**config.mk**
```make
export PLATFORM = sky130hd
export DESIGN_NAME = carry_look_ahead_32
export DESIGN_NICKNAME = d
export VERILOG_FILES = /design/src/rtl/carry_look_ahead_32.sv
export SDC_FILE = /design/constraint.sdc
export NUM_CORES = 1
export LEC_CHECK = 0
export CAP_MARGIN = 20
export CORE_MARGIN = 2
export CORE_UTILIZATION = 46
export CTS_CLUSTER_DIAMETER = 200
export CTS_CLUSTER_SIZE = 20
export DETAILED_ROUTE_END_ITERATION = 7
export PLACE_DENSITY = 0.86
export SLEW_MARGIN = 20
export SYNTH_ARGS = -nofsm -noshare
export SYNTH_HDL_FRONTEND = slang
export SYNTH_SLANG_ARGS = --single-unit
```
**constraint.sdc**
```tcl
create_clock -name clk -period 6.19 [get_ports clk]
set_clock_uncertainty 0.05 [all_clocks]
set_input_delay 1.857 -clock clk [delete_from_list [all_inputs] [get_ports clk]]
set_output_delay 1.857 -clock clk [all_outputs]
set_load 0.02 [all_outputs]
```
**src/rtl/carry_look_ahead_32.sv**
```systemverilog
// Registered two-level carry look-ahead adder: S = A + B + Cin, with Cout and signed overflow.
// Define CLA_INPUT_REG_EN to register A/B/Cin before the core (latency 2 instead of 1).
module carry_look_ahead_32 #(
    parameter int unsigned WIDTH = 32
) (
    input  logic             clk,
    input  logic             rst_n,
    input  logic [WIDTH-1:0] A,
    input  logic [WIDTH-1:0] B,
    input  logic             Cin,
    output logic [WIDTH-1:0] S,
    output logic             Cout,
    output logic             overFlow
);

    localparam int unsigned NGRP = WIDTH / 4;
    localparam int unsigned NSEC = WIDTH / 16;

    // Carries c1..c3 of a 4-wide look-ahead block, each a flat sum of products.
    function automatic logic [2:0] lac3(input logic [2:0] g, input logic [2:0] p, input logic ci);
        lac3[0] = g[0] | (p[0] & ci);
        lac3[1] = g[1] | (p[1] & g[0]) | (p[1] & p[0] & ci);
        lac3[2] = g[2] | (p[2] & g[1]) | (p[2] & p[1] & g[0]) | (p[2] & p[1] & p[0] & ci);
    endfunction

    // Block generate; p[0] does not contribute, so only p[3:1] is passed.
    function automatic logic grp_gen(input logic [3:0] g, input logic [3:1] p);
        grp_gen = g[3] | (p[3] & g[2]) | (p[3] & p[2] & g[1]) | (p[3] & p[2] & p[1] & g[0]);
    endfunction

    logic [WIDTH-1:0] a_c, b_c;
    logic             cin_c;

`ifdef CLA_INPUT_REG_EN
    logic [WIDTH-1:0] a_q, b_q;
    logic             cin_q;

    always_ff @(posedge clk) begin
        if (!rst_n) begin
            a_q   <= '0;
            b_q   <= '0;
            cin_q <= 1'b0;
        end else begin
            a_q   <= A;
            b_q   <= B;
            cin_q <= Cin;
        end
    end

    assign a_c   = a_q;
    assign b_c   = b_q;
    assign cin_c = cin_q;
`else
    assign a_c   = A;
    assign b_c   = B;
    assign cin_c = Cin;
`endif

    logic [WIDTH-1:0] g, p, sum;
    logic [WIDTH:0]   c;
    logic [NGRP-1:0]  gg, gp, gc;
    logic [NSEC-1:0]  sg, sp;
    logic [NSEC:0]    sc;

    assign g = a_c & b_c;
    assign p = a_c ^ b_c;

    for (genvar k = 0; k < NGRP; k++) begin : gen_grp
        assign gg[k]            = grp_gen(g[4*k +: 4], p[4*k+1 +: 3]);
        assign gp[k]            = &p[4*k +: 4];
        assign c[4*k]           = gc[k];
        assign c[4*k+1 +: 3]    = lac3(g[4*k +: 3], p[4*k +: 3], gc[k]);
    end

    for (genvar s = 0; s < NSEC; s++) begin : gen_sec
        assign sg[s]            = grp_gen(gg[4*s +: 4], gp[4*s+1 +: 3]);
        assign sp[s]            = &gp[4*s +: 4];
        assign gc[4*s]          = sc[s];
        assign gc[4*s+1 +: 3]   = lac3(gg[4*s +: 3], gp[4*s +: 3], sc[s]);
    end

    // Section carries expanded to sum-of-products over all lower sections, so no chain forms.
    always_comb begin
        logic acc;
        logic prod;
        sc    = '0;
        acc   = 1'b0;
        prod  = 1'b0;
        sc[0] = cin_c;
        for (int j = 1; j <= int'(NSEC); j++) begin
            prod = cin_c;
            for (int k = 0; k < j; k++) prod = prod & sp[k];
            acc = prod;
            for (int k = 0; k < j; k++) begin
                prod = sg[k];
                for (int m = k + 1; m < j; m++) prod = prod & sp[m];
                acc = acc | prod;
            end
            sc[j] = acc;
        end
    end

    assign c[WIDTH] = sc[NSEC];
    assign sum      = p ^ c[WIDTH-1:0];

    logic [WIDTH-1:0] s_q;
    logic             cout_q, ovf_q;

    always_ff @(posedge clk) begin
        if (!rst_n) begin
            s_q    <= '0;
            cout_q <= 1'b0;
            ovf_q  <= 1'b0;
        end else begin
            s_q    <= sum;
            cout_q <= c[WIDTH];
            ovf_q  <= c[WIDTH] ^ c[WIDTH-1];
        end
    end

    assign S        = s_q;
    assign Cout     = cout_q;
    assign overFlow = ovf_q;

endmodule

```
; After elaboration in Yosys (flattened, before gate mapping)
; Index checks and enable logic that the tools add are counted.
[word_totals]
output_inout_bits = 34
elab_cells = 253
inputBits = 67
reg_bits = 34
[classes]
n_bitwise = 240
reduce_logical = 10
[ops]
columns = operator, count
row1 = 1-bit bitwise AND, 143
row2 = 1-bit bitwise OR, 93
row3 = 32-bit bitwise XOR, 2
row4 = 32-bit bitwise AND, 1
row5 = 16-bit AND reduction, 2
row6 = 4-bit AND reduction, 8
row7 = 1-bit bitwise XOR, 1

; Longest topological paths before layout
; Gate-level depths: netlist (run 1).
[depth]
ltp_word = 15
mapped_depth = 10
ltp_nobuf = 10

; Least setup slack after synthesis (run 1)
; OpenSTA, ideal clock, no wires.
[synth_timing]
path_type = input-to-reg
start = input A[6]
end = register s_q[13], in the netlist S[13]
t_required_ns = 6.025
path_stages = 10
setup_ns = 0.115
slack_ns = 1.791
path_buffers = 0
arrival_time_ns = 4.235
cell_sequence = ha_1 and3_4 nor2b_1 a311o_1 a311o_1 a41oi_2 nand2b_1 fa_1 xor2_1 and2_1
[synth_between]
elab_chain_len = 12
word_cells_on_any_way = 22
cone_classes = bitwise: 21 / reduce/logical: 1
[synth_lines]
columns = item, line_no
row1 = from (decl), 8  ; input logic [WIDTH-1:0] A,
row2 = 32-bit bitwise AND / 32-bit bitwise XOR (equally long branches), "65, 66"
row3 = 1-bit bitwise AND, 28  ; grp_gen = g[3] | (p[3] & g[2]) | (p[3] & p[2] & g[1]) | (p[3] & p[2] & p[1] & g[0]);
row4 = 1-bit bitwise OR / 1-bit bitwise AND (equally long branches) (2 in a row), 28
row5 = 1-bit bitwise OR, 28
row6 = 1-bit bitwise AND, 23  ; lac3[2] = g[2] | (p[2] & g[1]) | (p[2] & p[1] & g[0]) | (p[2] & p[1] & p[0] & ci);
row7 = 1-bit bitwise OR (2 in a row), 23
row8 = 1-bit bitwise OR *, 23
row9 = 1-bit bitwise AND *, 21  ; lac3[0] = g[0] | (p[0] & ci);
row10 = 1-bit bitwise OR *, 21
row11 = 32-bit bitwise XOR *, 104  ; assign sum = p ^ c[WIDTH-1:0];
row12 = to (signal assigned), 115  ; s_q <= sum;
row13 = to (decl), 106  ; logic [WIDTH-1:0] s_q;
; Mark *: on every way between the ends. The rest lies on a longest branch, timed or not.
; A chain may end at the register's enable or synchronous reset.

; Worst setup path after layout (run 1)
[layout_timing]
start = input A[14]
end = register s_q[29], in the netlist S[29]
[layout_between]
elab_chain_len = 14
word_cells_on_any_way = 27
cone_classes = bitwise: 25 / reduce/logical: 2
[layout_lines]
columns = item, line_no
row1 = 32-bit bitwise AND / 32-bit bitwise XOR (equally long branches), "65, 66"
row2 = 1-bit bitwise AND, 28
row3 = 1-bit bitwise OR / 1-bit bitwise AND (equally long branches) (2 in a row), 28
row4 = 1-bit bitwise OR (4 in a row), 28
row5 = 1-bit bitwise OR *, 97  ; acc = acc | prod;
row6 = 1-bit bitwise AND *, 23
row7 = 1-bit bitwise OR *, 23
row8 = 1-bit bitwise AND *, 21
row9 = 1-bit bitwise OR *, 21
row10 = 32-bit bitwise XOR *, 104
; Marked as above.

==> results.md, run 1 <==
Worst setup path:
- Of all nets on the critical path, the largest fanout is 9.
- The critical path startpoint is A[14].
- The critical path capture point type is a flop.
- The signal arrival time at the worst endpoint is about 5 ns.
- The kind of launch point of the worst setup path is an input port.
- The required time reported for the critical path endpoint is approximately 6.3 ns.
- The type of the worst setup path is input port to flop.

Floorplan:
- The die outline area is between 5000 and 6000 sq um.
- For this design the top-level I/O count stands at between 100 and 150.
- The initial cell density of the core is about half.
- The floorplan has 25 rows.
- The width of the die is 74.9 microns.
- The die boundary height is 74.9 microns.
- The area of the core region is approximately 4800 sq um.

Pwr:
- In this run the power density over the cells is between 200 and 250 nW/um^2.
- The part of the power in registers is a little over a third.
- Summed over all cells, the static leakage comes to 1.49 nW.
- The internal portion of the total power is about 0.50 mW.
- The switching share of power is 31.2%.
- For this design the total switching power over the nets is 0.227 mW.
- The combinational group share of total power is 41.7%.
- Across the VDD grid, the largest voltage drop is just under 0.1 mV.
- The clock network is responsible for about 23% of the overall power.

Global route:
- The number of global-route vias before repair is 2045.
- The met3 usage in global routing is ~5%.
- The met2 track demand over resource in global routing is between 30% and 40%.
- The met1 global-route usage is roughly 22%.
- The total global routing track utilization is around 20%.
- Global routing finished with a remaining overflow of 0.
- After global routing, the most crowded layer is met2.
- The first global-routing pass estimated around 8600 microns of wire.
- The pin count of the biggest net entering global routing is 35.
- The number of antenna violations at the first check in global routing is 0.

Route:
- The number of DRC violations after detailed-routing iteration 0 is 84.
- The routed wire length per instance is roughly 13 microns.
- The number of nets with antenna violations after routing is 0.
- The first detailed-routing pass took 4 iterations.
- The total number of vias is between 2000 and 2500.
- After detailed routing, the number of remaining DRC violations is 0.
- The via-per-instance ratio is 5.07.
- After detailed routing, the total wire length is between 5000 and 6000 microns.

Timing:
- Static timing analysis puts the maximum clock frequency at approximately 210 MHz.
- The worst pin sits at a relative slew slack of 37.2%.
- Setup repair after global routing left no endpoint under its margin.
- The portion of the clock cycle consumed by the worst path in the final layout is around three quarters.
- The post-route minimum period is approximately 4.7 ns.
- Adding up every negative setup slack in the final design gives 0 ns.
- The total count of hold-check failures in the final report is 0.
- For the pin with the worst max-slew slack, the measured transition is 0.939 ns.
- The max-slew violation count is 0.
- The final setup slack of the worst path is 1.44 ns.
- Setup violations remaining at the end of the flow were counted as 0.

Logic synthesis:
- The synthesized design contains 34 register bits.
- The number of warnings reported in the yosys synthesis log is 0.
- Synthesis instantiated 35 different standard cells from the library.
- The net count after synthesis is between 300 and 400.
- The synthesized netlist cell count is 240.
- The cell area after synthesis is between 2000 and 2500 sq um.
- The portion of the post-synthesis area used by sequential elements is approximately 30%.
- Dividing the synthesized area by the synthesized cell count gives approximately 9.6 sq um.

Flow run:
- The count of maximum capacitance violations is 0.

Clock tree:
- The clock tree from TritonCTS is done.
- The number of setup buffers added after CTS is 0.
- The count of clock tree sinks is 34.
- The count of hold-fix buffers inserted at cts is 0.
- After clock tree synthesis, the clock-pin slew on the worst setup and hold paths is 0.06 ns.
- The H-tree was split into 2 levels.
- The total clock buffers created by CTS is 5.
- The maximum buffer depth of the clock tree is 2.
- The library cell used as clock root buffer is sky130_fd_sc_hd__clkbuf_8.
- After clock tree synthesis, the repair step resized 0 gates.

Worst hold path:
- The worst hold path passes through 4 cells.
- The worst hold path terminates at S[0]$_SDFF_PN0_.
- The type of the worst min-delay path is input port to flop.
- The launch instance of the worst min-delay path is B[0].

Final layout:
- 0 antenna diodes ended up in the layout.
- The post-route netlist has under 10% of its cells at a drive strength greater than 1.
- The post-synthesis to final-layout area growth is 50.3%.
- Fill cells in the final layout number 380.
- The final net count is about 450.
- The multi-input gate area in the final layout is between 1500 and 2000 sq um.
- Registers take 681 sq um.
- Cells fill approximately 73% of the core in the end.

Run status:
- The run finished with clean final reports.

Placed design:
- Before CTS, the worst setup slack after placement is roughly 1.2 ns.
- The number of buffers inserted by port buffering is 100.
- The placed wire-length estimate after detailed placement is between 4000 and 5000 microns.
- At the end of routability-driven placement, the weighted congestion stood at 0.804.
[power by group through the flow]
stage | clock network (mW) | registers, mW | logic (mW)
2_1_floorplan | 0 | 0.300 | 0.133
3_5_place_dp | 0 | 0.261 | 0.303
4_1_cts | 0.174 | 0.256 | 0.305
5_1_grt | 0.183 | 0.259 | 0.332
3_3_place_gp | 0 | 0.261 | 0.296
6_report | 0.168 | 0.256 | 0.303
[worst max-delay path by stage]
stage | endpoint | slack (ns) | depth (start not counted)
detailed placement | S[13]$_SDFF_PN0_ | 1.17 | 11
global placement | S[29]$_SDFF_PN0_ | 1.21 | 11
CTS | S[29]$_SDFF_PN0_ | 1.46 | 11
floorplan | S[13]$_SDFF_PN0_ | 1.79 | 10
global route | S[29]$_SDFF_PN0_ | 1.27 | 11
finish | S[29]$_SDFF_PN0_ | 1.44 | 11
[placed cells by master (no fill, tap or decap), types with 8 or more instances in the layout]
cell type and count:
sky130_fd_sc_hd__a21o_1 9, sky130_fd_sc_hd__a21oi_1 16, sky130_fd_sc_hd__a31oi_1 8, sky130_fd_sc_hd__and2_1 29
sky130_fd_sc_hd__clkdlybuf4s50_1 100, sky130_fd_sc_hd__dfxtp_1 34, sky130_fd_sc_hd__fa_1 8, sky130_fd_sc_hd__ha_1 32
sky130_fd_sc_hd__nand2_1 12, sky130_fd_sc_hd__o21ai_0 11, sky130_fd_sc_hd__xor2_1 13
[through the flow]
stage               std cells  total power [mW]  hold slack, ns  area [sq um]
floorplan                 240             0.433            1.95          2310
global placement          404             0.557            2.57          3390
detailed placement        404             0.565            2.60          3390
CTS                       412             0.736            2.30          3480
global route              412             0.774            2.32          3480
finish                    412             0.727            2.29          3480
[state kept, by name (all words and copies together) (netlist names)]
signal	flops
Cout	1
S	32
overFlow	1
[critical path, cell delays in order]
cell and delay, ns:
sky130_fd_sc_hd__clkdlybuf4s50_1 0.40, sky130_fd_sc_hd__ha_1 0.36, sky130_fd_sc_hd__a21oi_1 0.27, sky130_fd_sc_hd__nand2_1 0.11
sky130_fd_sc_hd__a31oi_1 0.21, sky130_fd_sc_hd__o211ai_2 0.22, sky130_fd_sc_hd__a221oi_4 0.51, sky130_fd_sc_hd__o21ai_0 0.19
sky130_fd_sc_hd__fa_1 0.41, sky130_fd_sc_hd__xor2_1 0.16, sky130_fd_sc_hd__and2_1 0.15
[metal layers]
layer  wire length (microns)  part of all wire [%]  vias up
li1                        -                     -     1069
met1                    2140                    40      949
met2                    2730                    52       65
met3                     341                   6.5        6
met4                      68                   1.3        0
met5                       0                     0        -
[cell type report]
class / instances / share of cell area [%]
multi-input combinational: 196 / 45.9
timing repair buffer: 100 / 28.8
sequential: 34 / 19.6
clock buffer: 7 / 2.48
tap: 67 / 2.41
inverter: 7 / 0.755
clock inverter: 1 / 0.144
[synthesized netlist by cell type]
| master | n | area share [%] |
|---|---|---|
| sky130_fd_sc_hd__xor2_1 | 13 | 4.9 |
| sky130_fd_sc_hd__inv_1 | 7 | 1.1 |
| sky130_fd_sc_hd__o221ai_1 | 1 | 0.38 |
| sky130_fd_sc_hd__nor3b_1 | 2 | 0.65 |
| sky130_fd_sc_hd__a211oi_2 | 2 | 1.1 |
| sky130_fd_sc_hd__and3b_1 | 2 | 0.76 |
| sky130_fd_sc_hd__xnor2_1 | 7 | 2.6 |
| sky130_fd_sc_hd__o31ai_1 | 1 | 0.32 |
| sky130_fd_sc_hd__a21o_1 | 9 | 2.9 |
| sky130_fd_sc_hd__a21oi_1 | 16 | 3.5 |
| sky130_fd_sc_hd__a41oi_2 | 1 | 0.70 |
| sky130_fd_sc_hd__and3_4 | 1 | 0.49 |
| sky130_fd_sc_hd__nor2b_1 | 5 | 1.4 |
| sky130_fd_sc_hd__o21ai_0 | 11 | 2.4 |
| sky130_fd_sc_hd__dfxtp_1 | 34 | 29 |
| sky130_fd_sc_hd__a31oi_1 | 8 | 2.2 |
| sky130_fd_sc_hd__a311o_1 | 4 | 1.7 |
| sky130_fd_sc_hd__a221oi_1 | 1 | 0.38 |
| sky130_fd_sc_hd__o31ai_2 | 1 | 0.54 |
| sky130_fd_sc_hd__o21a_1 | 1 | 0.32 |
| sky130_fd_sc_hd__a211oi_1 | 1 | 0.32 |
| sky130_fd_sc_hd__nor2_1 | 7 | 1.1 |
| sky130_fd_sc_hd__nand3_1 | 5 | 1.1 |
| sky130_fd_sc_hd__o211ai_2 | 1 | 0.54 |
| sky130_fd_sc_hd__and3_1 | 4 | 1.1 |
| sky130_fd_sc_hd__a221oi_4 | 1 | 1.1 |
| sky130_fd_sc_hd__nand2_1 | 12 | 1.9 |
| sky130_fd_sc_hd__or2_2 | 1 | 0.27 |
| sky130_fd_sc_hd__nand2b_1 | 3 | 0.81 |
| sky130_fd_sc_hd__nand4_1 | 2 | 0.54 |
| sky130_fd_sc_hd__clkbuf_1 | 3 | 0.49 |
| sky130_fd_sc_hd__fa_1 | 8 | 6.9 |
| sky130_fd_sc_hd__and2_1 | 29 | 7.8 |
| sky130_fd_sc_hd__ha_1 | 32 | 17 |
| sky130_fd_sc_hd__nor3_1 | 4 | 0.86 |
[logic make-up (layout without fill, tap and decap cells)]
family,Yosys count,after routing,share of synthesized area [%]
and+or+nand+nor,77,77,18.8
AOI/OAI and AO/OA,59,59,18.4
adders and majority gates,40,40,24.2
DFF,34,34,29.4
xor gates and xnor gates,20,20,7.57
buffers and inverters,10,115,1.62
(Power assumes the default switching activity.)
==> inputs of run 2 (changes only) <==
--- a/config.mk
+++ b/config.mk
@@ -7,11 +7,11 @@
 export LEC_CHECK = 0
 export CAP_MARGIN = 20
 export CORE_MARGIN = 2
-export CORE_UTILIZATION = 46
+export CORE_UTILIZATION = 43
 export CTS_CLUSTER_DIAMETER = 200
 export CTS_CLUSTER_SIZE = 20
 export DETAILED_ROUTE_END_ITERATION = 7
-export PLACE_DENSITY = 0.86
+export PLACE_DENSITY = 0.82
 export SLEW_MARGIN = 20
 export SYNTH_ARGS = -nofsm -noshare
 export SYNTH_HDL_FRONTEND = slang
==> constraint.sdc (replaced) <==
create_clock -name clk -period 4.7 [get_ports clk]
set_clock_uncertainty 0.05 [all_clocks]
set_input_delay 1.41 -clock clk [delete_from_list [all_inputs] [get_ports clk]]
set_output_delay 1.41 -clock clk [all_outputs]
set_load 0.02 [all_outputs]
==> run 2 against run 1 <==
  * Clock power is 27% higher
  * Final cell count increased by 0.97%
  * Largest cell class unchanged
  * Largest power group unchanged
  * Global-route usage shrank 0.97 points
  * First-iteration DRC count decreased by 32%
  * Setup slack worse by 1.0 ns
  * Critical path type unchanged
  * Clock-buffer cell count down 1
  * Sequential share of layout area decreased by 0.098 points
  * Routed wire length increased by 1.0%
==> results.md, run 2 (synthesis results as in run 1) <==
Run status:
- The run finished with clean final reports.

Final layout:
- The register with the most flip-flops in the layout has 32 of them.
- 0 antenna diodes ended up in the layout.
- The library cells used most frequently in the layout, excluding fill and tap cells, are sky130_fd_sc_hd__clkdlybuf4s50_1, sky130_fd_sc_hd__dfxtp_1, sky130_fd_sc_hd__ha_1, sky130_fd_sc_hd__and2_1, sky130_fd_sc_hd__a21oi_1.
- The final net count is 454.
- The utilization after layout is between 60% and 70%.
- The share of cells above drive strength 1 is between 4 and 5%.
- The most frequent standard cell in the layout excluding fill and tap cells is sky130_fd_sc_hd__clkdlybuf4s50_1.
- The post-synthesis to final-layout area growth is 51.1%.

Clock tree:
- The quantity of gates resized following cts is 0.
- TritonCTS built the clock tree.
- The total clock buffers created by CTS is 5.
- The number of H-tree levels is 2.
- Clock-pin slew was measured on the worst setup and hold paths at around 0.07 ns.
- The count of hold-fix buffers inserted at cts is 0.
- The maximum buffer depth of the clock tree is 2.
- The number of buffers inserted by post-CTS setup repair is 0.
- The count of clock tree sinks is 34.
- The cell sitting at the root of the clock tree is a sky130_fd_sc_hd__clkbuf_8.

Timing:
- Of the available clock period, the critical path in the final layout requires between 90 and 100%.
- For this run, the top clock speed supported by timing is ~230 MHz.
- The normalized max-slew margin is a little over a third.
- For the finished layout, the period the worst path requires is around 4.3 ns.
- Setup slack closes at approximately 0.41 ns.
- The total count of hold-check failures in the final report is 0.
- The max-slew violation count is 0.
- Setup repair after global routing left no endpoint under its margin.
- For the pin with the worst max-slew slack, the measured transition is a little under 1 ns.
- The total of endpoints with negative setup slack in the final report is 0.
- Adding up every negative setup slack in the final design gives 0 ns.

Route:
- The detailed router finished its first iteration with 57 violations.
- After detailed routing, the number of remaining DRC violations is 0.
- The routed wire length per instance is approximately 13 microns.
- The first detailed-routing pass took 4 iterations.
- The via-per-instance ratio is about 5.
- Across all layers, the routed design uses between 2000 and 2500 vias.
- Once detail routing completed, the nets flagged for antenna violations numbered 0.
- The final layout contains routed wiring with a total length of about 5300 microns.

Worst setup path:
- The type of the worst setup path is input port to flop.
- Of all nets on the critical path, the largest fanout is 5.
- The worst setup path is launched from an input port.
- STA classifies the critical path endpoint as a flop.
- Data on the critical path is required at its endpoint by ~4.8 ns.
- At the worst endpoint, the arrival time is approximately 4.4 ns.

Worst hold path:
- The launch instance of the worst min-delay path is B[0].
- The type of the worst min-delay path is input port to flop.
- The path with the worst hold slack has its endpoint at S[0]$_SDFF_PN0_.
- Counting instances, the worst hold path has a depth of 4.

Placed design:
- The last weighted congestion value of the routability-driven placer is 0.872.
- The placed wire-length estimate after detailed placement is about 4300 microns.
- The number of buffers inserted by port buffering is 100.
- The pre-CTS worst setup slack is 0.122 ns.

Floorplan:
- The initial cell density of the core is roughly 45%.
- The width of the die is 77.4 microns.
- In this run the standard cell core region covers about 5000 sq um.
- The number of placement rows is 26.
- In this run the count of I/O pins placed on the die edge is between 100 and 150.
- The die boundary height is 77.4 microns.
- The floorplan step defined a die boundary enclosing 5990 sq um.

Pwr:
- The share of total power dissipated in the clock network is between 20% and 30%.
- The worst voltage drop across the vdd grid is approximately 0.15 mV.
- Of the total power, the share spent switching nets is between 30% and 40%.
- The cell internal power dissipation is approximately 0.66 mW.
- The leakage dissipation is 1.50 nW.
- For this design the ratio of total power to cell area is approximately 270 nW/um^2.
- The part of the power in registers is 35.4%.
- Per report_power, the combinational group accounts for a little over two fifths of the total.
- The switching power summed over all nets is around 0.3 mW.

Flow run:
- Across the run, the number of max-cap violations was 0.

Global route:
- The overall overflow remaining after global route is 0.
- The number of global-route vias before repair was slightly above 2000.
- The first global-routing pass estimated 9170 microns of wire.
- The number of antenna violations at the first check in global routing is 0.
- Entering global routing, the biggest net connects 35 pins.
- The total global routing track utilization is between 10% and 20%.
[run 2: stage by stage]
stage	instance area [sq um]	hold WS (ns)	instances	power, mW
final	3500	1.84	416	0.953
after global routing	3500	1.87	416	1.01
after CTS	3500	1.83	416	0.962
after detailed placement	3410	2.13	410	0.748
after global placement	3410	2.13	410	0.740
after floorplan	2310	1.50	240	0.570
[run 2: how the worst max path moves through the flow]
stage	from	to	slack [ns]	cells past startpoint
finish	A[0]	S[13]$_SDFF_PN0_	0.41	11
global route	A[0]	S[13]$_SDFF_PN0_	0.27	11
CTS	A[0]	S[13]$_SDFF_PN0_	0.43	11
detailed placement	A[0]	S[13]$_SDFF_PN0_	0.12	11
global placement	A[0]	S[13]$_SDFF_PN0_	0.20	11
floorplan	A[6]	S[13]$_SDFF_PN0_	0.75	10
[run 2: area by class of cell]
| cell class | count | area [sq um] |
|---|---|---|
| fillers | 435 | 1640 |
| multi-input cells | 196 | 1600 |
| repair buffers | 103 | 1020 |
| flip-flops and latches | 34 | 681 |
| well taps | 70 | 87.6 |
| clock buffers | 6 | 82.6 |
| inverters | 7 | 26.3 |
[run 2: critical path, stage by stage]
cell and delay (ns):
sky130_fd_sc_hd__clkdlybuf4s50_1 0.43, sky130_fd_sc_hd__ha_1 0.33, sky130_fd_sc_hd__a211oi_2 0.21, sky130_fd_sc_hd__nor2_1 0.12
sky130_fd_sc_hd__a311o_1 0.42, sky130_fd_sc_hd__a311o_1 0.40, sky130_fd_sc_hd__a41oi_2 0.30, sky130_fd_sc_hd__nand2b_1 0.11
sky130_fd_sc_hd__fa_1 0.38, sky130_fd_sc_hd__xor2_1 0.16, sky130_fd_sc_hd__and2_1 0.15
[run 2: power groups by stage]
stage	logic (mW)	clock network [mW]	registers, mW
3_3_place_gp	0.397	0	0.344
6_report	0.402	0.213	0.338
3_5_place_dp	0.403	0	0.344
5_1_grt	0.442	0.230	0.341
2_1_floorplan	0.175	0	0.396
4_1_cts	0.405	0.218	0.338
[run 2: layer usage]
metal	global-route usage [%]	vias to the layer above	share of wire, %
li1	-	1070	-
met2	32.2	66	49
met3	4.42	8	5.1
met5	0	-	0
met4	5.36	0	1.4
met1	23.4	952	44
==> inputs of run 3 (changes only) <==
--- a/config.mk
+++ b/config.mk
@@ -11,8 +11,10 @@
 export CTS_CLUSTER_DIAMETER = 200
 export CTS_CLUSTER_SIZE = 20
 export DETAILED_ROUTE_END_ITERATION = 7
+export HOLD_SLACK_MARGIN = 0.15
 export PLACE_DENSITY = 0.82
-export SLEW_MARGIN = 20
+export SLEW_MARGIN = 40
 export SYNTH_ARGS = -nofsm -noshare
 export SYNTH_HDL_FRONTEND = slang
 export SYNTH_SLANG_ARGS = --single-unit
+export TNS_END_PERCENT = 50
==> run 3 against run 2 <==
  * Setup slack better by 0.015 ns
  * Total power up 1.2%
  * Core utilization up 0.073 points
  * Die area unchanged
  * Sequential cell count unchanged
  * Hold slack worse by 0.24 ns
  * Global-route usage down 0.22 points
  * Sequential share of layout area about the same
  * Critical path depth unchanged
  * Sequential power about the same
  * Via count up 1.4%
  * Largest cell class unchanged
  * Largest power group unchanged
==> results.md, run 3 (synthesis results as in run 1) <==
Timing:
- The transition at the pin with the smallest max-transition slack is between 0.5 and 0.6 ns.
- Measured against its own limit, the worst slew margin works out to approximately two thirds.
- The final-layout setup total negative slack is 0 ns.
- The final setup slack of the worst path is between 0.4 and 0.5 ns.
- Static timing analysis puts the maximum clock frequency at approximately 230 MHz.
- The max-slew violation count is 0.
- The post-route minimum period is between 4 and 5 ns.
- The tightest hold path in the finished design has a slack of 1.60 ns.
- The portion of the clock cycle consumed by the worst path in the final layout is between 90% and 100%.
- Setup repair after global routing left no endpoint under its margin.
- Setup violations remaining at the end of the flow were counted as 0.
- The total count of hold-check failures in the final report came to 0.

Final layout:
- In the layout the commonest cells are sky130_fd_sc_hd__clkdlybuf4s50_1, sky130_fd_sc_hd__dfxtp_1, sky130_fd_sc_hd__ha_1, sky130_fd_sc_hd__and2_1, sky130_fd_sc_hd__a21oi_1.
- The post-synthesis to final-layout area growth is 51.2%.
- Leaving out fill and tap cells, the most frequent cell in the layout is sky130_fd_sc_hd__clkdlybuf4s50_1.
- The flip-flop count of the largest register after layout is 32.
- The count of cells in the finished layout, fillers not included, comes to roughly 420.
- In the final design database the tool counted 454 nets.
- The repair_antennas step left the layout with diodes totalling 0.
- At the end of the flow the core is filled with cells to between 60% and 70%.
- The post-route cell area is approximately 3500 sq um.
- The share of cells above drive strength 1 is around 5.5%.

Worst setup path:
- STA classifies the critical path endpoint as a flop.
- The signal arrival time at the worst endpoint is about 4.4 ns.
- The largest stage delay on the critical path is 0.42 ns.
- On the critical path, the stage with the largest delay is an instance of sky130_fd_sc_hd__clkdlybuf4s50_1.
- The most frequent cell on the critical path is sky130_fd_sc_hd__a311o_1.
- Walking the worst path, the cells encountered are clkdlybuf4s50_1, ha_1, a211oi_2, nor2_1, a311o_1, a311o_1, a41oi_2, nand2b_1, fa_1, xor2_1, and2_1.
- The maximum fanout along the worst path is 5.
- STA classifies the critical path startpoint as an input port.
- The required time reported for the critical path endpoint is between 4 and 5 ns.
- The type of the worst setup path is input port to flop.

Route:
- The number of nets with antenna violations after routing is 0.
- The total number of vias is 2126.
- The routed wire length per instance is 12.8 microns.
- The final wirelength is between 5000 and 6000 microns.
- The remaining design rule violation count is 0.
- Before antenna repair, the detailed router went through 5 iterations.
- The number of DRC violations after detailed-routing iteration 0 is 82.
- The via-per-instance ratio is approximately 5.1.

Pwr:
- In this run the static leakage power is approximately 1.5 nW.
- The worst voltage drop across the vdd grid is approximately 0.16 mV.
- The final total power is just under 1 mW.
- The power per cell area is around 280 nW/um^2.

Worst hold path:
- The end of the worst hold path is overFlow$_SDFF_PN0_.
- The type of the worst min-delay path is input port to flop.
- The number of stages on the worst hold path is 3.
- The launch instance of the worst min-delay path is rst_n.

Clock tree:
- The number of buffers inserted by post-CTS setup repair is 0.
- Buffers inserted during clock tree synthesis total 5.
- The number of H-tree levels is 2.
- In this run, post-CTS hold repair placed 0 buffers.
- The clock passes through at most 2 buffers.
- TritonCTS built the clock tree.
- The quantity of gates resized following cts is 0.
- The count of clock tree sinks is 34.
- CTS placed an instance of sky130_fd_sc_hd__clkbuf_8 at the clock tree root.
- After clock tree synthesis, the clock-pin slew on the worst setup and hold paths is approximately 0.070 ns.

Global route:
- The first global-routing pass estimated around 9000 microns of wire.
- The pin count of the biggest net entering global routing is 35.
- The number of global-route vias before repair was between 2000 and 2500.
- The number of antenna violations at the first check in global routing is 0.
- In the global route stage, overall resource usage came out at about 19%.
- The total overflow left after global routing is 0.

Floorplan:
- The width of the die is about 77 microns.
- The area of the core region is ~5000 sq um.
- The die boundary height is around 77 microns.
- slightly above 100 I/O pins were placed.
- Row generation in the floorplan step produced 26 rows.
- The die covers 5990 sq um.
- The initial cell density of the core is a little under half.

Run status:
- The run finished with clean final reports.

Placed design:
- Detailed placement ended at an HPWL of approximately 4300 microns.
- The cell area after placement is between 3000 and 4000 sq um.
- At the end of routability-driven placement, the weighted congestion stood at 0.872.
- The placed cell count is 410.
- The number of buffers inserted by port buffering is 100.
- Timing analysis after detailed placement gives a worst setup slack of between 0.1 and 0.15 ns.

Flow run:
- The count of maximum capacitance violations is 0.
-- run 3: how the worst max path moves through the flow --
stage	slack (ns)	from	to
3_3_place_gp	0.20	A[0]	S[13]$_SDFF_PN0_
3_5_place_dp	0.12	A[0]	S[13]$_SDFF_PN0_
4_1_cts	0.44	A[0]	S[13]$_SDFF_PN0_
6_report	0.43	A[0]	S[13]$_SDFF_PN0_
5_1_grt	0.33	A[0]	S[13]$_SDFF_PN0_
2_1_floorplan	0.75	A[6]	S[13]$_SDFF_PN0_
-- run 3: critical path, delay by kind of cell --
family	cells	cell delay [ns]
AOI/OAI and AO/OA	4	1.33
xor gates and xnor gates	1	0.16
adders and majority gates	2	0.70
buffers and inverters	1	0.42
and+or+nand+nor	3	0.38
-- run 3: where the power goes --
group	internal (mW)	switching (mW)	total, mW
Sequential	0.328	0.00998	0.338
Clock	0.118	0.106	0.225
Combinational	0.215	0.187	0.402
-- run 3: final cells by class --
class | count | area [sq um]
Clock buffer | 7 | 86.3
Clock inverter | 1 | 5.00
Fill cell | 443 | 1640
Inverter | 7 | 26.3
Multi-Input combinational cell | 196 | 1600
Sequential cell | 34 | 681
Tap cell | 70 | 87.6
Timing Repair Buffer | 103 | 1020
-- run 3: routing by layer --
metal / part of all wire [%] / vias to the layer above / wire length (microns) / GRT usage (%)
met3: 5.4 / 9 / 290 / 4.30
met4: 1.7 / 0 / 91 / 6.25
met5: 0 / - / 0 / 0
met1: 44 / 968 / 2350 / 22.7
met2: 49 / 79 / 2610 / 31.8
li1: - / 1070 / - / -
